[config.mk]
export PLATFORM = sky130hd
export DESIGN_NAME = fetch_unit_flat
export DESIGN_NICKNAME = d
export VERILOG_FILES = /design/src/rtl/fetch_unit_if.sv /design/src/rtl/fetch_unit.sv /design/src/flat_wrapper.sv
export SDC_FILE = /design/constraint.sdc
export NUM_CORES = 1
export LEC_CHECK = 0
export ABC_AREA = 1
export CAP_MARGIN = 20
export CORE_MARGIN = 2
export CORE_UTILIZATION = 54
export CTS_BUF_LIST = sky130_fd_sc_hd__clkbuf_16
export DETAILED_ROUTE_END_ITERATION = 8
export GPL_TIMING_DRIVEN = 0
export PLACE_DENSITY = 0.8
export SYNTH_ARGS = -nofsm -noshare
export SYNTH_HDL_FRONTEND = slang
export SYNTH_SLANG_ARGS = --single-unit
[constraint.sdc]
create_clock -name clk -period 2.6 [get_ports clk]
set_clock_uncertainty 0.1 [all_clocks]
set_input_delay 0.39 -clock clk [delete_from_list [all_inputs] [get_ports clk]]
set_output_delay 0.39 -clock clk [all_outputs]
set_load 0.03 [all_outputs]
[src/rtl/fetch_unit_if.sv]
// Fetch stage bus: instruction memory port, redirect/halt controls
// and the opcode valid/ready handshake toward the decoder.
interface fetch_unit_if #(
  parameter int ADDR_W   = 8,
  parameter int OPCODE_W = 12
);
  logic                imem_en;
  logic [ADDR_W-1:0]   imem_addr;
  logic [OPCODE_W-1:0] imem_rdata;
  logic                jump_en;
  logic [ADDR_W-1:0]   jump_target;
  logic                halt;
  logic [OPCODE_W-1:0] opcode;
  logic [ADDR_W-1:0]   opcode_pc;
  logic                opcode_valid;
  logic                opcode_ready;

  modport master (
    output imem_en,
    output imem_addr,
    input  imem_rdata,
    input  jump_en,
    input  jump_target,
    input  halt,
    output opcode,
    output opcode_pc,
    output opcode_valid,
    input  opcode_ready
  );

  modport slave (
    input  imem_en,
    input  imem_addr,
    output imem_rdata,
    output jump_en,
    output jump_target,
    output halt,
    input  opcode,
    input  opcode_pc,
    input  opcode_valid,
    output opcode_ready
  );
endinterface

[src/rtl/fetch_unit.sv]
// Instruction fetch stage: PC, sync-read imem issue, 2-entry opcode
// queue with valid/ready to the decoder, jump redirect and halt.
module fetch_unit #(
  parameter int ADDR_W   = 8,
  parameter int OPCODE_W = 12,
  parameter int RESET_PC = 0
) (
  input  logic          clk,
  input  logic          rst_n,
  fetch_unit_if.master  bus
);

  typedef enum logic [1:0] {
    S_IDLE,
    S_RUN,
    S_HALTED
  } state_t;

  state_t              r_state;
  logic [ADDR_W-1:0]   r_pc;
  logic [ADDR_W-1:0]   r_iss_pc;
  logic                r_inflight;
  logic                r_epoch;
  logic                r_iss_epoch;
  logic [1:0]          r_count;
  logic [OPCODE_W-1:0] r_q_op [2];
  logic [ADDR_W-1:0]   r_q_pc [2];

  logic       w_pop;
  logic       w_push;
  logic [1:0] w_occ;
  logic       w_issue;
  logic       w_widx;

  assign w_pop  = (r_count != 2'd0) && bus.opcode_ready;
  assign w_push = r_inflight && (r_iss_epoch == r_epoch);

  // Occupancy once this edge's return and transfer settle; a
  // returning read is already counted via push, so an issue
  // is allowed only if its data will find a free slot.
  assign w_occ  = r_count + {1'b0, w_push} - {1'b0, w_pop};
  assign w_widx = r_count[1] | (r_count[0] & ~w_pop);

  assign w_issue = (r_state == S_RUN) && !bus.jump_en
                   && (w_occ < 2'd2);

  assign bus.imem_en      = w_issue;
  assign bus.imem_addr    = r_pc;
  assign bus.opcode       = r_q_op[0];
  assign bus.opcode_pc    = r_q_pc[0];
  assign bus.opcode_valid = (r_count != 2'd0);

  always_ff @(posedge clk or negedge rst_n) begin
    if (!rst_n) begin
      r_state     <= S_IDLE;
      r_pc        <= ADDR_W'(RESET_PC);
      r_iss_pc    <= '0;
      r_inflight  <= 1'b0;
      r_epoch     <= 1'b0;
      r_iss_epoch <= 1'b0;
      r_count     <= 2'd0;
      r_q_op[0]   <= '0;
      r_q_op[1]   <= '0;
      r_q_pc[0]   <= '0;
      r_q_pc[1]   <= '0;
    end else begin
      case (r_state)
        S_IDLE:   r_state <= S_RUN;
        S_RUN:    if (bus.halt) r_state <= S_HALTED;
        S_HALTED: if (!bus.halt) r_state <= S_RUN;
        default:  r_state <= S_IDLE;
      endcase

      if (bus.jump_en) begin
        // Head handshake this cycle still completes; rest is dropped.
        r_pc       <= bus.jump_target;
        r_epoch    <= ~r_epoch;
        r_count    <= 2'd0;
        r_inflight <= 1'b0;
      end else begin
        r_inflight <= w_issue;
        r_count    <= w_occ;
        if (w_issue) begin
          r_pc        <= r_pc + 1'b1;
          r_iss_pc    <= r_pc;
          r_iss_epoch <= r_epoch;
        end
        if (w_pop) begin
          r_q_op[0] <= r_q_op[1];
          r_q_pc[0] <= r_q_pc[1];
        end
        if (w_push) begin
          r_q_op[w_widx] <= bus.imem_rdata;
          r_q_pc[w_widx] <= r_iss_pc;
        end
      end
    end
  end

endmodule

[src/flat_wrapper.sv]
// flat-port wrapper written by rule: the top's interface ports become plain ports
module fetch_unit_flat 
#(
  parameter int ADDR_W   = 8,
  parameter int OPCODE_W = 12,
  parameter int RESET_PC = 0
)
  (clk, rst_n, bus_imem_en, bus_imem_addr, bus_imem_rdata, bus_jump_en, bus_jump_target, bus_halt, bus_opcode, bus_opcode_pc, bus_opcode_valid, bus_opcode_ready);
  fetch_unit_if #(.ADDR_W(ADDR_W), .OPCODE_W(OPCODE_W)) bus_i ();
  input  logic clk;
  input  logic rst_n;
  output wire logic [$bits(bus_i.imem_en)-1:0] bus_imem_en;
  output wire logic [$bits(bus_i.imem_addr)-1:0] bus_imem_addr;
  input wire logic [$bits(bus_i.imem_rdata)-1:0] bus_imem_rdata;
  input wire logic [$bits(bus_i.jump_en)-1:0] bus_jump_en;
  input wire logic [$bits(bus_i.jump_target)-1:0] bus_jump_target;
  input wire logic [$bits(bus_i.halt)-1:0] bus_halt;
  output wire logic [$bits(bus_i.opcode)-1:0] bus_opcode;
  output wire logic [$bits(bus_i.opcode_pc)-1:0] bus_opcode_pc;
  output wire logic [$bits(bus_i.opcode_valid)-1:0] bus_opcode_valid;
  input wire logic [$bits(bus_i.opcode_ready)-1:0] bus_opcode_ready;
  assign bus_imem_en = bus_i.imem_en;
  assign bus_imem_addr = bus_i.imem_addr;
  assign bus_i.imem_rdata = bus_imem_rdata;
  assign bus_i.jump_en = bus_jump_en;
  assign bus_i.jump_target = bus_jump_target;
  assign bus_i.halt = bus_halt;
  assign bus_opcode = bus_i.opcode;
  assign bus_opcode_pc = bus_i.opcode_pc;
  assign bus_opcode_valid = bus_i.opcode_valid;
  assign bus_i.opcode_ready = bus_opcode_ready;
  fetch_unit #(.ADDR_W(ADDR_W), .OPCODE_W(OPCODE_W), .RESET_PC(RESET_PC)) u_core (.clk(clk), .rst_n(rst_n), .bus(bus_i));
endmodule
Word level (Yosys, flattened, before mapping)
Cells that the tools add are included.

word-level totals
  flip-flop bits (word level) = 63
  bits in latches = 0
  memory bits (writable) = 0
  ROM bits = 0
  input bits = 25
  output and inout bits = 30
  memories kept = 0

cells by class
  $add $sub $neg = 3
  multiply operators = 0
  div/mod/pow operators = 0
  order comparisons = 3
  equality and inequality tests = 5
  shifts and indexed selects = 0
  multiplexer cells = 19
  bitwise operators = 6
  reductions and logical operators = 12

operator list
  operator                                             number
  2-to-1 mux 8 bit                                     5
  2-to-1 mux 12 bit                                    3
  bitwise mux 24 bit                                   1
  2-to-1 mux 24 bit                                    1
  bitwise mux 16 bit                                   1
  2-to-1 mux 16 bit                                    1
  demux 12 bit (select 1 bit)                          1
  adder 8 x 1 -> 8 bit, second input constant          1
  demux 8 bit (select 1 bit)                           1
  2-to-1 mux 2 bit                                     3
  one-hot mux 2 bit (3 select lines)                   1
  AND reduction 2 bit                                  3
  logical AND 1 bit                                    5
  inequality test 2 bit, second input constant         2
  nonzero test 2 bit                                   2
  inverter 1 bit                                       3
  adder 2 x 1 -> 2 bit                                 1
  equality test 2 x 1 -> 1 bit, second input constant  1
  equality test 2 bit, second input constant           1
  >= comparator 2 bit, second input constant           1
  zero test 2 bit                                      1
  < comparator 2 x 1 -> 1 bit, second input constant   1
  < comparator 2 bit, second input constant            1
  inverter 1 -> 2 bit                                  1
  other kinds (6)                                      6

Longest topological paths before layout
Gate-level depths: netlist of the first run.

  depth after elaboration = 12
  mapped depth = 15

Worst setup path before layout of the first run
OpenSTA, ideal clock, no wires.

  kind = register to output
  start point = reg u_core.r_count[1]
  end point = out bus_imem_en
  arrival time = 2,115 ps
  setup slack = -5 ps
  stages on the path, launching flop included = 12
  path buffers = 1
  path through = dfrtp_1 > inv_2 > nand2_1 > nand2_1 > inv_2 > buf_4 > ha_1 > inv_1 > ha_1 > inv_1 > nand2_2 > a21oi_2

on the way
  cells in the longest elaborated chain, start to end = 5

ends and longest elaborated chain
  what                       line                text
  from (decl)                fetch_unit.sv:25    logic [1:0] r_count;
  from (signal assigned)     fetch_unit.sv:82    r_count <= w_occ;
  nonzero test 2 bit         --
  net bus_opcode_valid       flat_wrapper.sv:20  output wire logic [$bits(bus_i.opcode_valid)-1:0] bus_opcode_valid;
  logical AND 1 bit          fetch_unit.sv:35    assign w_pop = (r_count != 2'd0) && bus.opcode_ready;
  subtractor 2 x 1 -> 2 bit  fetch_unit.sv:41    assign w_occ = r_count + {1'b0, w_push} - {1'b0, w_pop};
  < comparator 2 bit         fetch_unit.sv:45    && (w_occ < 2'd2);
  logical AND 1 bit          fetch_unit.sv:45
  to (decl)                  flat_wrapper.sv:12  output wire logic [$bits(bus_i.imem_en)-1:0] bus_imem_en;

The timed path passes the listed nets, and every way through them passes these cells.

Final worst setup path of the first run
  start point = reg u_core.r_count[1]
  end point = out bus_imem_en

on the way
  cells in the longest elaborated chain, start to end = 5

ends and longest elaborated chain
  what                                                          line
  branches (longest 2 deep; another with adder 2 x 1 -> 2 bit)  --
  subtractor 2 x 1 -> 2 bit *                                   fetch_unit.sv:41
  < comparator 2 bit *                                          fetch_unit.sv:45
  logical AND 1 bit *                                           fetch_unit.sv:45

Mark *: on every way between the ends.

==> metrics.csv, run 1 <==
stage,metric,value,unit
outcome,status,completed,
cts,clk_lat worst skew,0.33,ns
timing,Relative slew margins,0.4662,
cts,hold_buf cts,0,
drt,Iter 0 DRT Violations,280,
drt,DR vias,3146,
floorplanning,Row Count,29,
worst_setup_path,worst-path cell chain,"inv_2, nand2_2, nand2_4, inv_8, ha_1, inv_1, ha_2, inv_1, nand2_2, a21oi_4, buf_6",
cts,Clock transition at path regs,0.05,ns
worst_setup_path,"Req. time, crit path",2.11,ns
worst_setup_path,Crit Path Max Fanout,12,
cts,CTS Buf Count,9,
drt,Detailed Route WL,8224,um
global_routing,initial antenna violation count,0,
drt,Wirelength per Cell,14.06,um
yosys,ys flop type,dfrtp_1,
floorplanning,Vert. Die Dim,84.13,um
min_path,path type of the worst min-delay path,in2async,
cells_and_area,post-route insts no fill,585,
cts,TritonCTS clock tree,yes,
yosys,Synth Cell Area,3467,um^2
placement,Detailed Place HPWL,5416,um
global_routing,vias in the first global route,3126,
timing,final-report setup violation count,0,
cells_and_area,fraction of layout cells with a size suffix above 1,0.1772,
timing,final max-slew violation count,0,
global_routing,M1 GR Usage,0.3102,
floorplanning,I/O pins,55,
drt,vias per cell,5.378,
worst_setup_path,nature of the critical path startpoint,register,
global_routing,GR peak layer,met2,
power,internal power,2.978,mW
cells_and_area,Layout area overhead,26.60,%
yosys,#FFs+latches synth,63,
global_routing,first-pass GRT wire length,14270,um
placement,placed cell count,569,
drt,drt drc,0,
yosys,warnings from Yosys,0,
worst_setup_path,Crit. End Element,output port,
worst_setup_path,WP data arrival,2.03,ns
cells_and_area,most frequent cells in the layout,"145 x nand2_1, 63 x dfrtp_1, 61 x nand3_1",
timing,setup TNS,0,ns
cts,clock buffer depth,2,
timing,Fmax,396.3,MHz
cts,Root Driver,clkbuf_16,
timing,final hold viol count,0,
cts,Num Clock Sinks,63,
global_routing,grt met2 use,0.4416,
cells_and_area,"commonest non-fill, non-tap cell in the layout",nand2_1,
worst_setup_path,worst stage delay on the critical path,0.39,ns
placement,number of port buffers,53,
yosys,syn_nets,468,
cells_and_area,fin nets,533,
floorplanning,Initial Utilization,0.5523,
cts,CTS H-tree lvls,3,
power,clock share of power,0.202,
worst_setup_path,WP buf/inv,5,
cells_and_area,ANT cells,0,
timing,Tcrit/Tclk final,0.9706,
yosys,asr flop ratio synth,1.000,
power,pwr dens,1151,nW/um^2
timing,Fin Hold WS,0.04328,ns
drt,DR pass1 iterations,5,
cells_and_area,Final Util,0.6992,
global_routing,global route overflow,0,
power,switching power share of the total,0.4106,
yosys,synth unique cells,24,
floorplanning,core area,6277,um^2
cells_and_area,Layout fillers,477,
power,static leakage power,2.233,nW
power,combinational share of power,0.472,
yosys,register area share after synthesis,0.4547,
floorplanning,Die Wd,84.13,um
timing,Final Critical Period,2.523,ns
yosys,Syn Area/Cell,7.898,um^2
yosys,Cells after Synth,439,
worst_setup_path,CP Class,reg2out,
cells_and_area,Multi-input gate area,1460,um^2
yosys,Post-synth EDFFs,0,
drt,final antenna-violating net count,0,
global_routing,met3 Track Usage GR,0.05113,
power,sequential share of power,0.325,
placement,GPL Wtd Cong,0.8872,
power,Psw,2.075,mW
cells_and_area,Storage cell area,1577,um^2
worst_setup_path,"CP delay by family, top",adder cells,
timing,worst slew pin tran,0.8008,ns
floorplanning,Die Area,7078,um^2
global_routing,largest net degree at the start of global routing,64,
flow_run,maxcap violations,0,
power,Max IR drop VDD,0.0006028,V
power,Final Power,5.053,mW
worst_setup_path,Critical Path Slowest Stage Cell,dfrtp_1,
global_routing,Global Route Usage Sum,0.2523,
through the flow:
stage,instance area (um^2),setup slack (ns)
2_1_floorplan,3475,0.1054
3_3_place_gp,4101,-1.011
3_5_place_dp,4099,-0.8104
4_1_cts,4369,0.01479
5_1_grt,4389,-0.02180
6_report,4389,0.07657
layout make-up:
cell class,instances,share of cell area
flip-flops and latches,63,0.3592
multi-input cells,289,0.3327
repair buffers,55,0.1240
plain buffers,45,0.06870
clock buffers,9,0.05131
inverters,41,0.03677
well taps,77,0.02195
clock inverters,6,0.005416
per-layer routing:
metal  wire (um)  vias up  part of all wire
met3         495       13             0.060
met2        4233      109              0.51
li1            -     1520                 -
met5           0        -                 0
met4         123        0             0.015
met1        3372     1504              0.41
worst paths after layout:
path | start | depth (start not counted) | to | slack, ns
worst min-delay path | rst_n | 1 | u_core.r_state[1] | 0.04
worst min register to register | register | 2 | register | 0.38
worst max-delay path | u_core.r_count[1] | 11 | bus_imem_en | 0.08
min in group clk | register | 2 | register | 0.38
worst max register to register | u_core.r_count[1] | 14 | u_core.bus.imem_addr[4] | 0.43
max in group asynchronous | rst_n | 1 | u_core.bus.opcode_pc[2] | 1.82
repair_timing:
item                                    in CTS  in global routing
pin swaps                                    2                  3
resized for setup                           12                  5
setup buffers                                2                  0
cloned                                       0                  0
endpoints found under the setup margin       1                  1
power groups by stage:
stage,Combinational (mW),Sequential [mW],Clock [mW]
after floorplan,1.59,1.66,0
after global placement,2.26,1.63,0
after detailed placement,2.32,1.65,0
after CTS,2.37,1.64,1.02
after global routing,2.61,1.70,1.08
final,2.39,1.64,1.02
Yosys cell counts (4+ instances only):
cell,n,area (um^2)
buf_2,13,65.06
buf_4,24,180.2
buf_6,4,45.04
dfrtp_1,63,1577
ha_1,4,50.05
inv_1,38,142.6
nand2_1,147,551.8
nand2_2,4,25.02
nand3_1,62,310.3
nand4_1,20,125.1
nor2_1,10,37.54
o21ai_0,5,25.02
o21ai_1,7,35.03
o21ai_2,20,175.2
xor2_1,4,35.03
cells by family (layout without fill, tap and decap cells):
| logic type | count (synthesis) | after routing | share of synthesized area |
|---|---|---|---|
| buffers and inverters | 87 | 156 | 0.1335 |
| adder cells (fa/ha/maj) | 4 | 4 | 0.01444 |
| flip-flops | 63 | 63 | 0.4547 |
| AND/OR/NAND/NOR | 245 | 245 | 0.3086 |
| AO/OA/AOI/OAI | 36 | 36 | 0.07867 |
| XOR/XNOR | 4 | 4 | 0.01010 |
worst reg2reg max path, cell delays in order, from the launching register on:
cell     delay (ns)
dfrtp_1        0.39
inv_2          0.08
nand2_2        0.08
nand2_4        0.11
inv_8          0.06
ha_1           0.28
inv_1          0.07
ha_2           0.20
inv_1          0.06
nand2_2        0.10
nand2_1        0.10
nand2_2        0.11
buf_4          0.19
nand3_1        0.09
nand3_1        0.09
(Power assumes the default switching activity.)
==> run 2, diff against run 1 <==
--- a/config.mk
+++ b/config.mk
@@ -13,6 +13,7 @@
 export DETAILED_ROUTE_END_ITERATION = 8
 export GPL_TIMING_DRIVEN = 0
 export PLACE_DENSITY = 0.8
+export RECOVER_POWER = 50
 export SYNTH_ARGS = -nofsm -noshare
 export SYNTH_HDL_FRONTEND = slang
 export SYNTH_SLANG_ARGS = --single-unit
==> metrics.csv, run 2 (synthesis results as in run 1) <==
stage,metric,value,unit
placement,number of port buffers,53,
timing,Relative slew margins,-0.04362,
global_routing,Global Route Usage Sum,0.2523,
drt,Detailed Route WL,8236,um
placement,Detailed Place HPWL,5416,um
cts,Root Driver,clkbuf_16,
worst_setup_path,Critical Path Slowest Stage Cell,dfrtp_1,
outcome,violated checks,"capacitance limit, slew limit",
cells_and_area,Layout fillers,478,
timing,final max-slew violation count,64,
min_path,path type of the worst min-delay path,in2async,
timing,Fmax,396.4,MHz
cts,hold_buf cts,0,
worst_setup_path,worst stage delay on the critical path,0.39,ns
drt,final antenna-violating net count,0,
timing,Tcrit/Tclk final,0.9702,
global_routing,largest net degree at the start of global routing,64,
timing,Fin Hold WS,0.3493,ns
power,static leakage power,2.240,nW
cells_and_area,fin area,4385,um^2
cells_and_area,"commonest non-fill, non-tap cell in the layout",nand2_1,
drt,vias per cell,5.424,
floorplanning,Die Area,7078,um^2
worst_setup_path,WP data arrival,2.03,ns
drt,DR pass1 iterations,5,
cells_and_area,ANT cells,0,
global_routing,global route overflow,0,
global_routing,initial antenna violation count,0,
cells_and_area,fin nets,533,
cts,clk_lat worst skew,0.33,ns
placement,GPL Wtd Cong,0.8872,
timing,Final Critical Period,2.523,ns
timing,worst setup margin,0.07747,ns
floorplanning,I/O pins,55,
worst_setup_path,FF-to-FF path depth,14,
cts,TritonCTS clock tree,yes,
placement,post-place setup slack,-0.8104,ns
worst_setup_path,CP Class,reg2out,
floorplanning,core area,6277,um^2
worst_setup_path,worst-path cell chain,"inv_2, nand2_2, nand2_4, inv_8, ha_1, inv_1, ha_2, inv_1, nand2_2, a21oi_4, buf_6",
cts,CTS Buf Count,9,
global_routing,vias in the first global route,3126,
floorplanning,Die Wd,84.13,um
worst_setup_path,nature of the critical path startpoint,register,
cts,CTS H-tree lvls,3,
timing,worst slew pin tran,1.565,ns
worst_setup_path,"Req. time, crit path",2.11,ns
timing,final-report setup violation count,0,
placement,placed cell count,569,
cts,Num Clock Sinks,63,
power,Max IR drop VDD,0.0006031,V
cells_and_area,Layout area overhead,26.49,%
global_routing,first-pass GRT wire length,14270,um
timing,final hold viol count,0,
cts,Clock transition at path regs,0.05,ns
floorplanning,Vert. Die Dim,84.13,um
cells_and_area,fraction of layout cells with a size suffix above 1,0.1752,
worst_setup_path,Crit. End Element,output port,
flow_run,maxcap violations,1,
drt,drt drc,0,
drt,DR vias,3173,
power,pwr dens,1148,nW/um^2
drt,Iter 0 DRT Violations,284,
cts,clock buffer depth,2,
drt,Wirelength per Cell,14.08,um
cells_and_area,most frequent cells in the layout,"145 x nand2_1, 63 x dfrtp_1, 61 x nand3_1",
floorplanning,Initial Utilization,0.5523,
placement,placed cell area,4099,um^2
outcome,status,"complete, but fails checks",
worst_setup_path,Crit Path Max Fanout,12,
cells_and_area,post-route insts no fill,585,
floorplanning,Row Count,29,
## run 2: cell count changes in the layout (fill, tap and decap cells not counted), sizes merged
cell / before / now
clkdlybuf4s50: 51 / 42
dlygate4sd3: 0 / 9
buf: 46 / 44
clkbuf: 12 / 14
## run 2: layout make-up
class | instances | area [um^2] | area share
plain buffers | 45 | 300.3 | 0.06847
multi-input cells | 289 | 1460 | 0.3330
flip-flops and latches | 63 | 1577 | 0.3595
clock buffers | 9 | 225.2 | 0.05136
well taps | 77 | 96.34 | 0.02197
clock inverters | 6 | 23.77 | 0.005421
inverters | 41 | 161.4 | 0.03680
repair buffers | 55 | 541.8 | 0.1235
## run 2: power by group
part	internal [mW]	switching [mW]
Clock	0.618	0.400
Combinational	0.984	1.39
Sequential	1.36	0.285
## run 2: stage by stage
stage	power, mW	setup TNS (ns)	utilization
global route	5.370	-0.02180	0.6986
detailed placement	3.972	-1.631	0.6530
finish	5.035	0	0.6986
floorplan	3.247	0	-
CTS	5.034	0	0.6960
global placement	3.896	-64.45	0.6534
## run 2: routing by layer
layer,track usage,share of wire,wire length (um),up-vias
met5,0,0,0,-
met4,0.08944,0.016,132,0
met3,0.05113,0.063,515,14
met2,0.4416,0.51,4223,131
met1,0.3102,0.41,3364,1506
li1,-,-,-,1522
## run 2: what timing repair did
action,in CTS,in global routing
endpoints found under the setup margin,1,1
resized for setup,12,5
setup buffers,2,0
pin swaps,2,3
## run 2: worst paths after layout
path | startpoint | endpoint | slack [ns]
max | u_core.r_count[1] | bus_imem_en | 0.08
min | rst_n | u_core.r_state[1] | 0.35
max reg2reg | u_core.r_count[1] | u_core.bus.imem_addr[4] | 0.43
min reg2reg | register | register | 0.38
max in group asynchronous | rst_n | u_core.bus.opcode_pc[2] | 1.10
min in group clk | register | register | 0.38
## run 2: worst max-delay path: cells and delay by family, from the launching register on
family | cells | cell delay (ns)
and+or+nand+nor | 3 | 0.27
adders and majority gates | 2 | 0.47
DFF | 1 | 0.39
buffers and inverters | 5 | 0.41
AOI/OAI and AO/OA | 1 | 0.17
